===== src/rtl/prm_sched_pkg.sv =====
// Shared types and constants for the PRM edge-check scheduler: FSM state,
// edge code width and the checker input letter-to-bit map.
package prm_sched_pkg;

  localparam int unsigned CODE_W = 15;

  localparam int unsigned CHK_A = 0;
  localparam int unsigned CHK_B = 1;
  localparam int unsigned CHK_C = 2;
  localparam int unsigned CHK_D = 3;
  localparam int unsigned CHK_E = 4;
  localparam int unsigned CHK_F = 5;
  localparam int unsigned CHK_G = 6;
  localparam int unsigned CHK_H = 7;
  localparam int unsigned CHK_I = 8;
  localparam int unsigned CHK_J = 9;
  localparam int unsigned CHK_K = 10;
  localparam int unsigned CHK_L = 11;
  localparam int unsigned CHK_M = 12;
  localparam int unsigned CHK_N = 13;
  localparam int unsigned CHK_O = 14;

  typedef enum logic [2:0] {
    IDLE,
    FETCH,
    WAIT,
    CHECK,
    WRITE,
    FIN
  } sched_state_e;

endpackage


===== src/rtl/prm_mask_reduce.sv =====
// OR-reduces the checker bank edge_mask vector to a single blocked flag,
// with an optional register stage for large banks.
module prm_mask_reduce #(
  parameter int unsigned NUM_CHK   = 8,
  parameter bit          REG_STAGE = 1'b0
) (
  input  logic               clk,
  input  logic               rst_n,
  input  logic [NUM_CHK-1:0] mask,
  output logic               any_set
);

  logic any_c;

  assign any_c = |mask;

  generate
    if (REG_STAGE) begin : g_reg
      always_ff @(posedge clk or negedge rst_n) begin
        if (!rst_n) begin
          any_set <= 1'b0;
        end else begin
          any_set <= any_c;
        end
      end
    end else begin : g_comb
      logic unused_clk_rst;
      assign unused_clk_rst = clk ^ rst_n;
      assign any_set = any_c;
    end
  endgenerate

endmodule


===== src/rtl/prm_edge_check_sched.sv =====
// Sweeps a list of roadmap edges through the obstacle checker bank, writing
// one blocked/free bit per edge and counting blocked edges.
module prm_edge_check_sched #(
  parameter int unsigned EDGE_AW = 10,
  parameter int unsigned NUM_CHK = 8,
  parameter int unsigned CODE_W  = prm_sched_pkg::CODE_W
) (
  input  logic               clk,
  input  logic               rst_n,
  input  logic               start,
  input  logic               abort,
  input  logic [EDGE_AW:0]   edge_cnt,
  output logic               busy,
  output logic               done,
  output logic               aborted,
  output logic [EDGE_AW:0]   blocked_cnt,
  output logic               em_rd,
  output logic [EDGE_AW-1:0] em_addr,
  input  logic [CODE_W-1:0]  em_data,
  output logic [CODE_W-1:0]  chk_code,
  input  logic [NUM_CHK-1:0] chk_mask,
  output logic               res_we,
  output logic [EDGE_AW-1:0] res_addr,
  output logic               res_data
);
  import prm_sched_pkg::*;

  sched_state_e       state;
  logic [EDGE_AW-1:0] idx;
  logic [EDGE_AW:0]   cnt_q;
  logic               any_blocked;
  logic               last_edge;
  logic               in_sweep;

  prm_mask_reduce #(
    .NUM_CHK   (NUM_CHK),
    .REG_STAGE (1'b0)
  ) u_mask_reduce (
    .clk     (clk),
    .rst_n   (rst_n),
    .mask    (chk_mask),
    .any_set (any_blocked)
  );

  // Compared at full width so a count of 2^EDGE_AW ends at index all-ones.
  assign last_edge = ({1'b0, idx} == (cnt_q - (EDGE_AW+1)'(1)));
  assign in_sweep  = (state == FETCH) || (state == WAIT) ||
                     (state == CHECK) || (state == WRITE);

  always_ff @(posedge clk or negedge rst_n) begin
    if (!rst_n) begin
      state       <= IDLE;
      idx         <= '0;
      cnt_q       <= '0;
      busy        <= 1'b0;
      done        <= 1'b0;
      aborted     <= 1'b0;
      blocked_cnt <= '0;
      em_rd       <= 1'b0;
      em_addr     <= '0;
      chk_code    <= '0;
      res_we      <= 1'b0;
      res_addr    <= '0;
      res_data    <= 1'b0;
    end else begin
      em_rd  <= 1'b0;
      res_we <= 1'b0;
      if (abort && in_sweep) begin
        state   <= FIN;
        done    <= 1'b1;
        aborted <= 1'b1;
      end else begin
        case (state)
          IDLE: begin
            if (start) begin
              cnt_q       <= edge_cnt;
              idx         <= '0;
              blocked_cnt <= '0;
              aborted     <= 1'b0;
              busy        <= 1'b1;
              if (edge_cnt == '0) begin
                state <= FIN;
              end else begin
                state   <= FETCH;
                em_rd   <= 1'b1;
                em_addr <= '0;
              end
            end
          end
          FETCH: state <= WAIT;
          WAIT: begin
            chk_code <= em_data;
            state    <= CHECK;
          end
          CHECK: state <= WRITE;
          WRITE: begin
            res_we   <= 1'b1;
            res_addr <= idx;
            res_data <= any_blocked;
            if (any_blocked && (blocked_cnt != '1)) begin
              blocked_cnt <= blocked_cnt + (EDGE_AW+1)'(1);
            end
            if (last_edge) begin
              state <= FIN;
              done  <= 1'b1;
            end else begin
              idx     <= idx + EDGE_AW'(1);
              em_rd   <= 1'b1;
              em_addr <= idx + EDGE_AW'(1);
              state   <= FETCH;
            end
          end
          FIN: begin
            // An empty sweep enters FIN with done low and raises it here, one
            // cycle later than a sweep that ran edges.
            if (done) begin
              done  <= 1'b0;
              busy  <= 1'b0;
              state <= IDLE;
            end else begin
              done <= 1'b1;
            end
          end
          default: state <= IDLE;
        endcase
      end
    end
  end

endmodule


===== config.mk =====
export PLATFORM = sky130hd
export DESIGN_NAME = prm_edge_check_sched
export DESIGN_NICKNAME = d
export VERILOG_FILES = /design/src/rtl/prm_sched_pkg.sv /design/src/rtl/prm_mask_reduce.sv /design/src/rtl/prm_edge_check_sched.sv
export SDC_FILE = /design/constraint.sdc
export NUM_CORES = 1
export LEC_CHECK = 0
export CORE_ASPECT_RATIO = 0.5
export CORE_MARGIN = 8
export CORE_UTILIZATION = 35
export CTS_CLUSTER_DIAMETER = 30
export DETAILED_ROUTE_END_ITERATION = 8
export PLACE_DENSITY_LB_ADDON = 0.25
export SLEW_MARGIN = 20
export SYNTH_ARGS = -nofsm -noshare
export SYNTH_HDL_FRONTEND = slang
export SYNTH_SLANG_ARGS = --single-unit

===== constraint.sdc =====
create_clock -name clk -period 5.7 [get_ports clk]
set_clock_uncertainty 0.05 [all_clocks]
set_input_delay 1.71 -clock clk [delete_from_list [all_inputs] [get_ports clk]]
set_output_delay 1.71 -clock clk [all_outputs]
set_load 0.005 [all_outputs]

## After elaboration in Yosys (flattened, before gate mapping)

Index checks and enable logic that the tools add are counted.

| storage, ports and cells | value |
|---|---|
| flip-flop bits (word level) | 76 |
| logic and storage cells | 87 |
| bits of input ports | 38 |

| cells by class | value |
|---|---|
| bitwise gates (word level) | 1 |
| reductions and logical operators | 23 |
| multiplexer cells | 32 |
| add/sub/neg operators | 3 |
| equal/unequal tests | 15 |

Operators by type and width:

| kind | count |
|---|---|
| $mux W10 | 4 |
| $pmux W10 S2 | 2 |
| $mux W11 | 2 |
| $pmux W11 S2 | 1 |
| $pmux W3 S6 | 1 |
| $mux W3 | 5 |
| $mux W1 | 14 |
| $reduce_and A4 Y1 | 3 |
| $add A11 B1 Y11 const B | 1 |
| $eq A10 B11 Y1 | 1 |
| $logic_not A11 Y1 | 1 |
| $ne A11 B11 Y1 const B | 1 |
| $sub A11 B1 Y11 const B | 1 |
| $add A10 B1 Y10 const B | 1 |
| $reduce_and A2 Y1 | 5 |
| $ne A2 B2 Y1 const B | 4 |
| $reduce_bool A2 Y1 | 4 |
| $reduce_or A8 Y1 | 1 |
| $eq A3 B2 Y1 const B | 2 |
| $eq A3 B3 Y1 const B | 2 |
| $ne A3 B3 Y1 const B | 2 |
| $pmux W1 S2 | 3 |
| $reduce_and A5 Y1 | 1 |
| $eq A3 B1 Y1 const B | 1 |
| 8 further kinds | 11 |

## Longest topological paths before layout

Gate-level depths: netlist (run 1).

| depth | value |
|---|---|
| depth after elaboration | 7 |
| gate-level depth with buffers | 12 |
| depth with buffers taken out | 9 |

## Cells and area by module

A second synthesis (run 1) with hierarchy kept.

| unflattened totals | value |
|---|---|
| cell total of the unflattened synthesis | 368 |
| area, all modules | 3857.4 µm² |

Modules (own cells, without submodules):

| module | cells an instance | area each (µm²) | times used |
|---|---|---|---|
| prm_edge_check_sched | 365 | 3841.2 | 1 |
| prm_mask_reduce | 3 | 16.3 | 1 |

## Worst setup path before layout (run 1)

OpenSTA, ideal clock, no wires.

| timing | value |
|---|---|
| path kind | input-to-reg |
| start | input chk_mask[1] |
| end | register blocked_cnt[7] |
| library setup time | 0.132 ns |
| arrival | 2.997 ns |
| stages on the path | 7 |
| required time | 5.518 ns |
| slack | 2.521 ns |
| cells stage by stage | nor4_1 a21oi_1 a31oi_2 nor3_1 and4_1 xnor2_1 nor2_1 |

| on the way | value |
|---|---|
| longest elaborated chain between the ends | 4 |

RTL lines:

| element | RTL line | RTL |
|---|---|---|
| start: declaration | prm_edge_check_sched.sv:21 | `input logic [NUM_CHK-1:0] chk_mask,` |
| $reduce_or A8 Y1 | prm_mask_reduce.sv:15 | `assign any_c = \|mask;` |
| $logic_and A1 B1 Y1 | prm_edge_check_sched.sv:100 | `if (any_blocked && (blocked_cnt != '1)) begin` |
| $ne A2 B1 Y1 (no source line) | n/a |  |
| $reduce_and A4 Y1 (no source line) | n/a |  |
| end signal: assignment | prm_edge_check_sched.sv:101 | `blocked_cnt <= blocked_cnt + (EDGE_AW+1)'(1);` |
| end: declaration | prm_edge_check_sched.sv:16 | `output logic [EDGE_AW:0] blocked_cnt,` |

Every way passes these cells.
A chain may end at the register's enable or synchronous reset.

## Worst setup path in the final report (run 1)

| timing | value |
|---|---|
| start | input abort |
| end | register blocked_cnt[6] |

| on the way | value |
|---|---|
| longest elaborated chain between the ends | 3 |

RTL lines:

| element | RTL line | RTL |
|---|---|---|
| start: declaration | prm_edge_check_sched.sv:11 | `input logic abort,` |
| $logic_and A1 B1 Y1 | prm_edge_check_sched.sv:68 | `if (abort && in_sweep) begin` |
| $not A1 Y1 (no source line) | n/a |  |
| $reduce_and A4 Y1 (no source line) | n/a |  |

Every way passes these cells.

==> metrics, run 1 <==
Synth area leader=dfrtp_1; share of layout cells above drive strength 1=between 9 and 10%; Area contributors post-synth=dfrtp_1, nand2_1, mux2_2, xor2_1, o21ai_0; routability cong.=0.786; FP Rows=27; Seq/Total Area, Yosys=between 40% and 50%; 1st-pass router iterations=4; Synth Instances=approximately 410; n_diodes=0; Clk pwr share=24.4%; Cell variety after synth=53; PD cells=441 mW/mm2; switching power=0.823 mW; Die W=165 um; post-DR wirelength/cell=15.6 um; TritonCTS clock tree=yes; post-route minimum period=approximately 3900 ps; clock latency on the worst-skew pair=340 ps; largest net degree at the start of global routing=77; VDD IR max=211 uV; Starting Density=35.7%; Via Count=3194; Sequential Power Share=39.8%; internal cell power=between 1 and 1.5 mW; Syn Nets=448; status=completed; Finished Layout Cells=between 600 and 700; Crit Path Class=input pin to flop; Fin. Hold Viols=0; worst hold path type=flop to flop; Final Max Tran Viols=0; Storage cell area=0.00190 mm2; DRT iter0 DRCs=166; max cap viols=0; die area=0.0150 mm2; EDFF count, synth=0; area of the multi-input gates=0.00185 mm2; Fin Hold WS=around 430 ps; GRT overflow=0; CTS Hold Bufs=0; Data required, critical path=roughly 5900 ps; # resized after CTS=0; core footprint=about 0.011 mm2; Synth Register Bits=76; YS warnings=0; placed insts=616; combinational power share=a little over a third; mean number of vias per cell=5.05; clk slew on worst S/H paths=70 ps; Synth Cell Area=0.00390 mm2; CTS buffer count=9; Setup violations, final=0; area delta synth->final=31.8%; post-CTS setup repair buffer count=0; Top Ports=90; Fin Setup TNS=0 ps; Post-synth top flop=dfrtp_1; fillers=between 1000 and 1500; vias in the first global route=3249; Synth Area per Inst=9.59 um2; top-area cell type share of the netlist area=between 40% and 50%; GRT Total Usage=between 10% and 20%; RSZ-0062 raised after global routing=no; Post-route DRC=0; CP Launch Type=input pin; Async SR Flop Fraction=100%; fin crit share=approximately two thirds; Lkg Pwr=around 2.2 nW; clock root buffer master=clkbuf_16; worst slew pin tran=1010 ps; clock buffer depth=2; final wirelength=9880 um; number of port buffers=89; detailed placement HPWL=6910 um; crit-path max FO=14; post-route ant nets=0; H-tree depth=3; Final Total Pwr=around 2.3 mW; switching fraction of total power=36.3%; layout net count=approximately 520; FMAX=0.260 GHz; CP arrival=around 4000 ps; Rel. slew slack=32.7%; die height=90.7 um; Crit. End Element=flop; first-pass GRT wire length=17000 um; # clock sinks=76; initial antenna violation count=0
[flip-flops by register name (all words and copies together), names as in the netlist]
| register | flops |
|---|---|
| chk_code | 15 |
| blocked_cnt | 11 |
| cnt_q | 11 |
| em_addr | 10 |
| idx | 10 |
| res_addr | 10 |
| state | 3 |
| aborted | 1 |
| busy | 1 |
| done | 1 |
| em_rd | 1 |
| res_data | 1 |
| res_we | 1 |
[Yosys cell counts (3+ instances only)]
cell type and count:
nand4_1 3, clkbuf_1 17, buf_2 5, xor2_1 16, a21o_1 4, a31o_2 3, nand3b_1 3, inv_1 7
mux2_2 15, xnor2_1 12, nor4_1 4, o21ai_0 22, ha_1 3, a31oi_1 5, or3_1 5, nor3_1 10
dfrtp_1 76, o211ai_1 13, nand2_1 79, nand3_1 14, nand2b_1 8, and3_1 6, and4_1 5, a211o_1 3
nor2_1 24, a21oi_1 11
[metrics by stage]
stage | setup WS (ps) | utilization, % | cell area, um2
after global placement | 1570 | 44.4 | 4860
after CTS | 1850 | 47.0 | 5140
after floorplan | 2520 | - | 3900
after global routing | 1700 | 47.0 | 5150
after detailed placement | 1520 | 44.4 | 4860
final | 1850 | 47.0 | 5150
[logic make-up after synthesis]
| family | synth area share (%) |
|---|---|
| xor gates and xnor gates | 6.28 |
| and+or+nand+nor | 22.9 |
| DFF | 48.7 |
| adders and majority gates | 0.962 |
| buffers and inverters | 4.23 |
| AOI/OAI and AO/OA | 12.3 |
| muxes | 4.58 |
[worst max-delay path: stages]
cell             delay [ps]
clkdlybuf4s50_1         670
nand2b_1                270
a21oi_1                 230
a31oi_2                 230
or3b_1                  490
or3_1                   330
a21oi_1                 140
[power groups by stage]
| stage | clock network, mW | registers, mW | logic, mW |
|---|---|---|---|
| floorplan | 0 | 0.841 | 0.516 |
| global placement | 0 | 0.908 | 0.816 |
| detailed placement | 0 | 0.913 | 0.818 |
| CTS | 0.570 | 0.905 | 0.824 |
| global route | 0.589 | 0.936 | 0.913 |
| finish | 0.553 | 0.903 | 0.812 |
[layout make-up]
cell class | count | share of cell area, %
flip-flops and latches | 76 | 37.0
repair buffers | 91 | 17.6
clock buffers | 9 | 4.38
multi-input cells | 297 | 35.9
clock inverters | 7 | 1.14
inverters | 7 | 0.511
well taps | 145 | 3.53
[per-layer routing]
metal / wire (um) / share of wire, % / GRT usage, %
met1: 4680 / 47 / 18.2
met2: 4560 / 46 / 21.0
met3: 570 / 5.8 / 4.55
met4: 67 / 0.68 / 3.55
met5: 0 / 0 / 0
[final timing paths]
check / start / endpoint / slack [ps] / depth (start not counted)
worst min-delay path: res_addr[5] / res_addr[5] / 430 / 2
max in group asynchronous: rst_n / res_we / 3760 / 1
worst max-delay path: abort / blocked_cnt[6] / 1850 / 7
worst max register to register: cnt_q[0] / em_addr[4] / 2170 / 9
min in group asynchronous: rst_n / chk_code[7] / 1340 / 1
worst min register to register: res_addr[5] / res_addr[5] / 430 / 2
[cell usage in the layout, fill, tap and decap left out, types with 2 or more instances in the layout]
| cell | instances |
|---|---|
| inv_1 | 7 |
| xnor2_1 | 12 |
| inv_6 | 3 |
| nand2_1 | 79 |
| a21o_1 | 4 |
| nand4_1 | 3 |
| xor2_1 | 16 |
| mux2_2 | 15 |
| nor3_2 | 2 |
| a221oi_1 | 2 |
| or4_1 | 2 |
| dfrtp_1 | 76 |
| nor3_1 | 10 |
| clkbuf_16 | 9 |
| a31oi_1 | 5 |
| and2_1 | 2 |
| o21a_1 | 2 |
| a21oi_1 | 11 |
| ha_1 | 3 |
| o211ai_1 | 13 |
| clkinv_4 | 2 |
| and3_1 | 6 |
| nand2b_1 | 8 |
| clkinvlp_4 | 2 |
| nor4_1 | 4 |
| buf_4 | 2 |
| a31o_2 | 3 |
| nand3_1 | 14 |
| and4_1 | 5 |
| clkdlybuf4s50_1 | 88 |
| nor2_1 | 24 |
| nand3b_1 | 3 |
| o21ai_0 | 22 |
| a211o_1 | 3 |
| nor2_2 | 2 |
| or3_1 | 5 |
(Power assumes the default switching activity.)
==> inputs of run 2 (changes only) <==
==> constraint.sdc (replaced) <==
create_clock -name clk -period 3.6 [get_ports clk]
set_clock_uncertainty 0.05 [all_clocks]
set_input_delay 1.08 -clock clk [delete_from_list [all_inputs] [get_ports clk]]
set_output_delay 1.08 -clock clk [all_outputs]
set_load 0.005 [all_outputs]
==> run 2 against run 1 <==
  * Combinational power grew 58%
  * Sequential power rose by 58%
  * Core utilization grew 0.85 points
  * Power is 66% higher
  * Worst hold slack got worse by 1.8 ps
  * Clock-buffer cell count is the same
  * First-iteration DRC count rose by 1.8%
  * Critical path depth up 3
  * Non-clock buffer count increased by 4
  * Register-to-register slack got worse by 1600 ps
  * Global-route usage shrank 0.39 points
==> metrics, run 2 (same netlist as run 1, synthesis figures left out) <==
status=completed; FP Rows=27; clock root buffer master=clkbuf_16; worst slew pin tran=between 600 and 700 ps; Worst R2R Setup Slack=590 ps; area delta synth->final=34.2%; TritonCTS clock tree=yes; Via Count=3198; routability cong.=0.767; most frequent cells in the layout=clkdlybuf4s50_1, nand2_1, dfrtp_1; Post-route DRC=0; layout net count=527; worst hold path type=flop to flop; H-tree depth=3; GRT overflow=0; VDD IR max=350 uV; post-CTS setup repair buffer count=0; first-pass GRT wire length=roughly 16000 um; FMAX=0.332 GHz; Rel. slew slack=53.8%; largest register by flop count=chk_code; max cap viols=0; fillers=1049; CTS buffer count=9; post-DR wirelength/cell=15.0 um; # clock sinks=76; max FFs per register=15; # resized after CTS=0; Final Core Density=47.9%; clock latency on the worst-skew pair=330 ps; Final Total Pwr=roughly 3.8 mW; Top Ports=90; clock buffer depth=2; Lkg Pwr=2.27 nW; post-route minimum period=~3000 ps; die area=0.0150 mm2; Placement Setup Slack=475 ps; most common cell after layout, fill and taps aside=clkdlybuf4s50_1; die height=90.7 um; CTS Hold Bufs=0; DRT iter0 DRCs=169; CP startpoint=cnt_q[0]; Final Max Tran Viols=0; RR Startpoint=cnt_q[0]; Crit Path Class=flop to flop; CP arrival=about 3200 ps; PD cells=717 mW/mm2; number of port buffers=89; crit-path max FO=28; Setup violations, final=0; setup ws final=between 500 and 600 ps; 1st-pass router iterations=4; vias in the first global route=3198; largest registers=chk_code (15), blocked_cnt (11), cnt_q (11); largest net degree at the start of global routing=77; Crit. End Element=flop; core footprint=0.0109 mm2; clk slew on worst S/H paths=60 ps; RSZ-0062 raised after global routing=no; CP Launch Type=flop; Data required, critical path=3750 ps; initial antenna violation count=0; GRT Total Usage=13.3%; fin crit share=between 80% and 90%; Starting Density=35.7%; share of layout cells above drive strength 1=10.4%; post-route ant nets=0; Fin. Hold Viols=0; Die W=165 um; n_diodes=0; Fin Setup TNS=0 ps; final wirelength=9540 um; Worst Min Path Start=res_addr[0]; detailed placement HPWL=6860 um; mean number of vias per cell=5.03
run 2: critical path: stages (launching register included):
cell and delay (ps):
dfrtp_1 450, inv_1 90, ha_1 320, nor3_1 300, nand3b_1 110, a21o_1 190
a2111oi_2 330, and4b_1 220, buf_4 290, nand2b_1 370, o21ai_0 150
run 2: path summary, 6_finish.rpt:
check,to,cells after the start
max,em_addr[0],10
min,res_addr[0],2
max reg2reg,em_addr[0],10
min reg2reg,res_addr[0],2
max in group asynchronous,res_we,1
min in group asynchronous,blocked_cnt[7],1
run 2: final cells by class:
type | instances | area, um2 | area share (%)
flip-flops and latches | 76 | 1900 | 36.3
multi-input cells | 297 | 1850 | 35.2
repair buffers | 95 | 937 | 17.9
inverters | 7 | 26.3 | 0.502
well taps | 145 | 181 | 3.46
clock inverters | 7 | 121 | 2.32
clock buffers | 9 | 225 | 4.30
run 2: where the power goes:
group	internal, mW	leakage (nW)	switching, mW
Combinational	0.708	1.11	0.576
Clock	0.682	0.170	0.364
Sequential	1.11	0.996	0.312
Total	2.50	2.27	1.25
run 2: metal layers:
layer	vias up	track usage [%]	wire length (um)
met5	-	0	0
met4	0	3.55	77
met3	6	4.55	514
met2	59	20.2	4490
met1	1553	17.8	4460
li1	1580	-	-
run 2: through the flow:
stage               hold WS [ps]  cell area [um2]  cells
floorplan                    412             3900    407
global route                 456             5240    636
detailed placement           416             4890    620
CTS                          431             5240    636
finish                       424             5240    636
global placement             412             4890    620
==> inputs of run 3 (changes only) <==
==> constraint.sdc (replaced) <==
create_clock -name clk -period 2.6 [get_ports clk]
set_clock_uncertainty 0.05 [all_clocks]
set_input_delay 0.78 -clock clk [delete_from_list [all_inputs] [get_ports clk]]
set_output_delay 0.78 -clock clk [all_outputs]
set_load 0.005 [all_outputs]
==> run 3 against run 2 <==
  * Register-to-register slack lost 440 ps
  * Design area increased by 3.6%
  * Core utilization is 1.7 points higher
  * Worst setup slack got worse by 440 ps
==> metrics, run 3 (same netlist as run 1, synthesis figures left out) <==
combinational power share=41.0%; core footprint=0.0109 mm2; Final Max Tran Viols=0; largest registers=chk_code (15), blocked_cnt (11), cnt_q (11); die height=90.7 um; switching fraction of total power=between 30 and 40%; most frequent cells in the layout=clkdlybuf4s50_1, nand2_1, dfrtp_1; setup ws final=146 ps; switching power=1.82 mW; area of the multi-input gates=0.00186 mm2; RSZ-0062 raised after global routing=no; mean number of vias per cell=4.95; post-route minimum period=around 2500 ps; clk slew on worst S/H paths=60 ps; Storage cell area=0.00190 mm2; max FFs per register=15; largest register by flop count=chk_code; Fin Hold WS=~310 ps; # clock sinks=76; GRT overflow=0; routability cong.=around 0.75; Final Core Density=49.6%; detailed placement HPWL=7480 um; met1 Track Usage GR=18.4%; Clk pwr share=22.9%; clock latency on the worst-skew pair=340 ps; Via Count=3294; CP arrival=2630 ps; initial antenna violation count=0; crit-path max FO=8; die area=0.0150 mm2; Reg2Reg Depth=10; Top Ports=90; worst hold path type=input pin to asynchronous set/reset pin; clock buffer depth=2; Setup violations, final=0; GR met3 Demand/Resource=5.37%; first-pass GRT wire length=17000 um; CP Launch Type=flop; largest net degree at the start of global routing=34; internal cell power=around 3.3 mW; most common cell after layout, fill and taps aside=clkdlybuf4s50_1; Placement Setup Slack=-169 ps; FMAX=0.408 GHz; CTS buffer count=9; worst slew pin tran=432 ps; Lkg Pwr=2.40 nW; GRT Total Usage=14.1%; Finished Layout Cells=665; FP Rows=27; Starting Density=35.7%; clock root buffer master=clkbuf_16; Data required, critical path=2770 ps; met2 global-route usage=21.5%; layout net count=556; final wirelength=10100 um; area delta synth->final=39.1%; PD cells=950 mW/mm2; Crit Path Class=flop to flop; Crit. End Element=flop; share of layout cells above drive strength 1=16.0%; post-DR wirelength/cell=15.2 um; VDD IR max=428 uV; status=completed; global route hottest layer=met2; Die W=165 um; number of port buffers=a little under 90; post-route ant nets=0; Sequential Power Share=36.1%; vias in the first global route=~3400; Post-route DRC=0; DRT iter0 DRCs=195; placed insts=648; n_diodes=0; Rel. slew slack=71.2%; 1st-pass router iterations=5; TritonCTS clock tree=yes; fin crit share=94.4%; Fin. Hold Viols=0; fillers=1041; H-tree depth=3; max cap viols=0
-- run 3: per-stage QoR --
step                      area, um2  setup TNS (ps)  total power, mW
after floorplan                3900               0             2.97
after global placement         5120            -570             3.96
after detailed placement       5120            -584             4.00
after CTS                      5410               0             5.23
after global routing           5430               0             5.56
final                          5430               0             5.16
-- run 3: worst paths after layout --
path,from,endpoint,slack (ps)
max,cnt_q[0],idx[7],150
min,rst_n,chk_code[7],310
max reg2reg,cnt_q[0],idx[7],150
min reg2reg,res_addr[2],res_addr[2],420
max in group asynchronous,rst_n,em_addr[2],1600
min in group clk,res_addr[2],res_addr[2],420
-- run 3: cell type report --
class | count | share of cell area, %
clock buffers | 9 | 4.15
clock inverters | 7 | 1.11
inverters | 7 | 0.484
multi-input cells | 297 | 34.2
flip-flops and latches | 76 | 35.0
well taps | 145 | 3.34
repair buffers | 124 | 21.7
-- run 3: what timing repair did --
action / CTS / global route
endpoints found under the setup margin: 4 / 22
buffers inserted: 0 / 1
gates resized for setup: 1 / 2
pin swaps: 0 / 2
hold buffers: 0 / 0
-- run 3: per-layer routing --
layer  wire length [um]  vias to the layer above
met1               4620                     1594
li1                   -                     1632
met3                630                        2
met5                  0                        -
met4                 41                        0
met2               4800                       66
-- run 3: worst max-delay path: stages, from the launching register on --
cell       delay, ps
dfrtp_1          370
inv_1             80
ha_1             190
buf_4            170
nand4_1           80
a21o_1           180
a2111oi_2        330
and4b_2          370
buf_4            180
nor3_2            60
a211o_1          270
-- run 3: power by group through the flow --
stage	Clock [mW]	Sequential, mW	Combinational [mW]
floorplan	0	1.84	1.13
global placement	0	1.88	2.09
detailed placement	0	1.88	2.12
CTS	1.23	1.87	2.13
global route	1.27	1.93	2.36
finish	1.18	1.86	2.12
